--- src/rtl/char_buf_arbiter.sv ---
// char_buf_arbiter: 256-entry character buffer, round-robin write arbiter for two requesters, clear sequencer.
// Optional macro CHAR_BUF_VBLANK_WR_EN restricts grants and clear writes to vertical blank.
module char_buf_arbiter #(
    parameter int                ADDR_W     = 8,
    parameter int                CODE_W     = 7,
    parameter logic [CODE_W-1:0] CLEAR_CODE = 7'h20
) (
    input  logic              clk,
    input  logic              rst_n,
    input  logic [ADDR_W-1:0] char_xy,
    output logic [CODE_W-1:0] char_code,
    input  logic              a_req,
    input  logic [ADDR_W-1:0] a_addr,
    input  logic [CODE_W-1:0] a_data,
    output logic              a_gnt,
    input  logic              b_req,
    input  logic [ADDR_W-1:0] b_addr,
    input  logic [CODE_W-1:0] b_data,
    output logic              b_gnt,
    input  logic              clr_req,
    input  logic              vblnk,
    output logic              busy
);
    typedef enum logic {IDLE, CLEAR} state_t;

    state_t            state_q, state_d;
    logic [ADDR_W-1:0] cnt_q, cnt_d;
    logic              last_b_q, last_b_d;
    logic [CODE_W-1:0] code_q;
    logic [CODE_W-1:0] mem [2**ADDR_W];
    logic              wr_ok, idle;

`ifdef CHAR_BUF_VBLANK_WR_EN
    assign wr_ok = vblnk;
`else
    logic unused_vblnk;
    assign unused_vblnk = vblnk;
    assign wr_ok = 1'b1;
`endif

    assign idle      = state_q == IDLE;
    // last_b_q set means B was served last, so A wins the next contention
    assign a_gnt     = idle && wr_ok && a_req && (!b_req || last_b_q);
    assign b_gnt     = idle && wr_ok && b_req && (!a_req || !last_b_q);
    assign busy      = state_q == CLEAR;
    assign char_code = code_q;

    always_comb begin
        last_b_d = a_gnt ? 1'b0 : b_gnt ? 1'b1 : last_b_q;
        state_d  = idle ? (clr_req ? CLEAR : IDLE) : (wr_ok && &cnt_q) ? IDLE : CLEAR;
        cnt_d    = idle ? '0 : wr_ok ? cnt_q + 1'b1 : cnt_q;
    end

    always_ff @(posedge clk) begin
        if (!idle && wr_ok)
            mem[cnt_q] <= CLEAR_CODE;
        else if (a_gnt)
            mem[a_addr] <= a_data;
        else if (b_gnt)
            mem[b_addr] <= b_data;
    end

    always_ff @(posedge clk or negedge rst_n) begin
        if (!rst_n) begin
            state_q  <= IDLE;
            cnt_q    <= '0;
            last_b_q <= 1'b1;
            code_q   <= '0;
        end else begin
            state_q  <= state_d;
            cnt_q    <= cnt_d;
            last_b_q <= last_b_d;
            code_q   <= mem[char_xy];
        end
    end
endmodule
--- config.mk ---
export PLATFORM = sky130hd
export DESIGN_NAME = char_buf_arbiter
export DESIGN_NICKNAME = d
export VERILOG_FILES = /design/src/rtl/char_buf_arbiter.sv
export SDC_FILE = /design/constraint.sdc
export NUM_CORES = 2
export LEC_CHECK = 0
export CORE_MARGIN = 8
export CORE_UTILIZATION = 54
export CTS_CLUSTER_DIAMETER = 50
export DETAILED_ROUTE_END_ITERATION = 10
export GPL_TIMING_DRIVEN = 0
export PLACE_DENSITY = 0.7
export SLEW_MARGIN = 30
export SYNTH_ARGS = -nofsm -noshare
export SYNTH_HDL_FRONTEND = slang
export SYNTH_SLANG_ARGS = --single-unit
--- constraint.sdc ---
create_clock -name clk -period 6.95 [get_ports clk]
set_input_delay 1.39 -clock clk [delete_from_list [all_inputs] [get_ports clk]]
set_output_delay 1.39 -clock clk [all_outputs]
set_load 0.01 [all_outputs]
# --- Word level (Yosys, flattened, before mapping) ---
# Memories as Yosys holds them, arrays and structs flattened. A register that Yosys moved wholly into a read port is not among the register bits.
# Cells that the tools add are included.
totals:
  regBits: 10
  mem_bits_rw: 1792
  inputBits: 44
  output_inout_bits: 10
  elab_cells: 40
  memories: 1
op_classes:
  addsub: 1
  mux: 20
  bitwise_logic: 1
  n_reduce_logical: 14
memory_table:
  columns: ["name", "depth", "width", "read_ports", "rd_clocked_by_memory_dff", "wr", "line_no", "rtl"]
  rows:
  - ["mem", 256, 7, 1, 1, 1, "30", "logic [CODE_W-1:0] mem [2**ADDR_W];"]
ops:
  columns: ["cell", "count"]
  rows:
  - ["$mux 8", 3]
  - ["$mux 1", 15]
  - ["$mux 7", 2]
  - ["$reduce_or 7->1", 2]
  - ["$add 8x1->8 const B", 1]
  - ["$reduce_and 8->1", 1]
  - ["$logic_and 1x1->1", 4]
  - ["$logic_not 1->1", 4]
  - ["$logic_or 1x1->1", 2]
  - ["$reduce_bool 2->1", 1]
  - ["$not 1->1", 1]

# --- Longest topological paths before layout ---
depth:
  word_depth: 9
  depth_mapped: 14
  depth_no_buf: 8

# --- Worst setup path after synthesis ---
# Ideal clock, no wire load.
synth_timing:
  path_type: "input-to-reg"
  startpoint: "in a_req"
  endpoint: "mem mem[0][0] (data pin)"
  setup_time_ps: 865
  arrival_ps: 5495
  slack_ps: 591
  path_stages: 6
  n_path_buf: 2
  path_cell_list: "and2_1 > or2_0 > buf_2 > inv_1 > buf_2 > a22o_1"
synth_via:
  elab_chain_len: 9
  elab_cells_between_ends: 16
  classes_between: "mux (9); reduce/logical (7)"
synth_rtl:
  columns: ["element", "line_no", "rtl"]
  rows:
  - ["start: declaration", "12", "input logic a_req,"]
  - ["$logic_not 1->1", "44", "assign b_gnt = idle && wr_ok && b_req && (!a_req || !last_b_q);"]
  - ["$logic_or 1x1->1", "44", null]
  - ["$logic_and 1x1->1", "44", null]
  - ["via b_gnt", "19", "output logic b_gnt,"]
  - ["$mux 1", "59", "else if (b_gnt)"]
  - ["$mux 1", "57", "else if (a_gnt)"]
  - ["$mux 1", "55", "if (!idle && wr_ok)"]
  - ["$mux 1 (not written as such)", "60", "mem[b_addr] <= b_data;"]
  - ["$reduce_or 7->1 (no source line)", null, null]
  - ["$mux 7 (no source line)", null, null]
  - ["end: declaration", "30", null]
# The timed path passes the listed nets, and every way through them passes these cells.

==> reports/metrics.cfg <==
[finish]
layout.cells.non_filler=5789
drive_gt1_frac=0.1946
synthToLayoutAreaGrowth_pct=13.59
final_area_um2=80740
post-route-util=0.6157
fin_nets=3929

[grt]
grt.overflow.total=0
antenna_found_initial=9
grt_pass1_vias=37600
grt_max_degree=74
grt_pass1_wl_um=284600
grtUsageTotal=0.2855

[synth]
syn-num-nets=3654
async_reset_ff_frac=0.009397
synth-main-ff-cell=edfxtp_1
synth-seq-cells=1809
ys_types=53
syn_avg_cell_area_um2=19.70
ys_warn_count=0
ys_seq_area_frac=0.7631
synth_top_cell_by_area=edfxtp_1
synth_top_area_share=0.7570
yosys-top-cells-area=edfxtp_1, mux4_2, mux2i_1
synth_edf_count=1792
netlist_instances=3609
syn_area_um2=71080

[clocking]
cts_max_path_buffers=3
cts-resized-gates=0
ctsHtreeMaxLevel=4
tritoncts=yes
clk-insertion-delay-late_ps=810
cts_sinks=1809
ctsHoldBuffers=0
clkTransAtPathRegs_ps=60
numCtsBuffers=183
clk_root_buffer_cell=clkbuf_16
post_cts_buffers=0

[routing]
num_vias=38730
routed-wl-met3_um=27270
drt_pass1_iterations=7
ant_nets=0
highest_layer=met5
dr.first_iter.drc_count=6103
routedWlPerCell_um=35.56
wl_met1_um=74440
dr_wl_met2_um=91580
drt-vias-per-instance=6.691
drc=0
drt-total-wl_um=205800

[sta]
final_max_slew_viol_count=0
finalSetupViolations=0
fin_crit_sh=0.8477
max_slew_margin=0.2778
worstMarginPinSlew_ps=1079
setup_slack_ps=1058
clock.fmax_mhz=169.7
min_period_ps=5892
rsz0062_at_grt=false
final.setup_skew_ps=41.17
hold_viol=0

[setup_path]
arrival_ps=6530
end_kind=flop
critPathBufInv=5
cp_data_required_time_ps=7590
start_kind=primary input
crit_fanout=10
path_class=in2reg
cp_slowest_cell=clkdlybuf4s50_1
cp_cell_sequence=clkdlybuf4s50_1 -> clkbuf_1 -> buf_2 -> clkbuf_2 -> clkbuf_1 -> a21oi_1 -> a21oi_1 -> a22oi_1 -> o211a_1
max_stage_delay_ps=890
crit_family=buffers and inverters

[floorplanning]
die_area_um2=143500
core_area_um2=131100
rows=133
initial_utilization=0.5421
io_pins=54
die_y_um=378.8
die_w_um=378.8

[job]
max_cap_violations=0

[pwr]
ir_drop_v=0.0002781
leakage_uw=0.02631
p_per_area_nw_per_um2=295.6

[placement]
dp_cells=5454
preCtsSetupSlack_ps=712.8
io_buffers=50
gp_congestion=1.028
placed_cell_area_um2=74790
detailed_place_hpwl_um=139000

[status]
status=complete, no violations

[worst_hold_path]
hp-class=reg2reg

metrics by stage:
stage	total power, uW	setup TNS, ps	hold slack (ps)
2_1_floorplan	13230	0	445.9
3_5_place_dp	14180	0	490.1
3_3_place_gp	14100	-6586010	482.8
4_1_cts	23790	0	499.4
6_report	23870	0	491.6
5_1_grt	24300	0	531.7
sequential cells by signal (all words and copies together), names as in the netlist:
name / count
busy: 1
char_code: 7
mem: 1792
cnt_q: 8
last_b_q: 1
layout make-up:
class / instances / area [um^2]
Sequential cell: 1809 / 54240
Inverter: 3 / 11.26
Antenna cell: 5 / 12.51
Buffer: 209 / 1237
Fill cell: 9122 / 50390
Clock buffer: 232 / 4920
Timing Repair Buffer: 90 / 1395
Tap cell: 1755 / 2196
Clock inverter: 98 / 1006
Multi-Input combinational cell: 1588 / 15730
final timing paths:
path | start | end | slack, ps | cells after the start
setup / recovery | char_xy[2] | char_code[0] | 1060 | 9
hold / removal | cnt_q[0] | cnt_q[0] | 490 | 1
setup reg to reg | busy | mem[127][0] | 2230 | 8
hold reg to reg | cnt_q[0] | cnt_q[0] | 490 | 1
max in group asynchronous | rst_n | char_code[2] | 5950 | 1
min in group asynchronous | rst_n | cnt_q[5] | 590 | 1
cell families after synthesis:
family	synth area share
fa+ha+maj	0.0001760
flops	0.7631
buf+inv	0.01685
compound gates	0.03249
xor+xnor	0.0004930
simple gates	0.03656
mux	0.1504
placed cells by master (no fill, tap or decap), types with 32 or more instances in the layout:
cell type	Yosys	routed
nor2_1	276	267
edfxtp_1	1792	1792
mux4_2	326	326
clkbuf_16	0	188
clkbuf_2	0	32
o22ai_1	37	37
a22oi_1	82	82
clkdlybuf4s50_1	0	49
a21oi_1	75	75
buf_6	34	37
mux2i_1	328	328
nand2_1	145	145
buf_2	27	37
o221ai_1	55	55
clkinv_1	1	33
nand3_1	58	58
clkbuf_1	102	110
Yosys cell counts, types with 2 or more instances:
cell / count
a31oi_1: 9
a21boi_0: 2
buf_1: 18
and2_1: 15
a21oi_1: 75
o22ai_1: 37
mux2i_1: 328
o21ai_0: 15
nand3b_1: 3
nor2b_1: 15
nand3_1: 58
or2_2: 8
nand4_1: 16
nor3_1: 15
o211a_1: 5
a22o_1: 7
o211ai_1: 2
a311oi_1: 11
or3_1: 3
inv_1: 2
dfrtp_1: 16
nor2_1: 276
clkbuf_1: 102
mux4_1: 2
mux4_2: 326
buf_2: 27
nand2b_1: 30
a211oi_1: 22
nor4_1: 2
xnor2_1: 3
buf_6: 34
nand2_1: 145
edfxtp_1: 1792
o221ai_1: 55
a211o_1: 3
a22oi_1: 82
buf_4: 27
nor3b_1: 6
power by group:
part           switching [uW]  internal [uW]
combinational            1410            554
clock                    4170           5650
sequential               69.5          12000
total                    5650          18200
metal layers:
layer  GRT usage  vias up
li1            -    15330
met1      0.3838    19950
met2      0.4242     2872
met3     0.09105      577
met4      0.1429        4
met5           0        -
(Power assumes the default switching activity.)
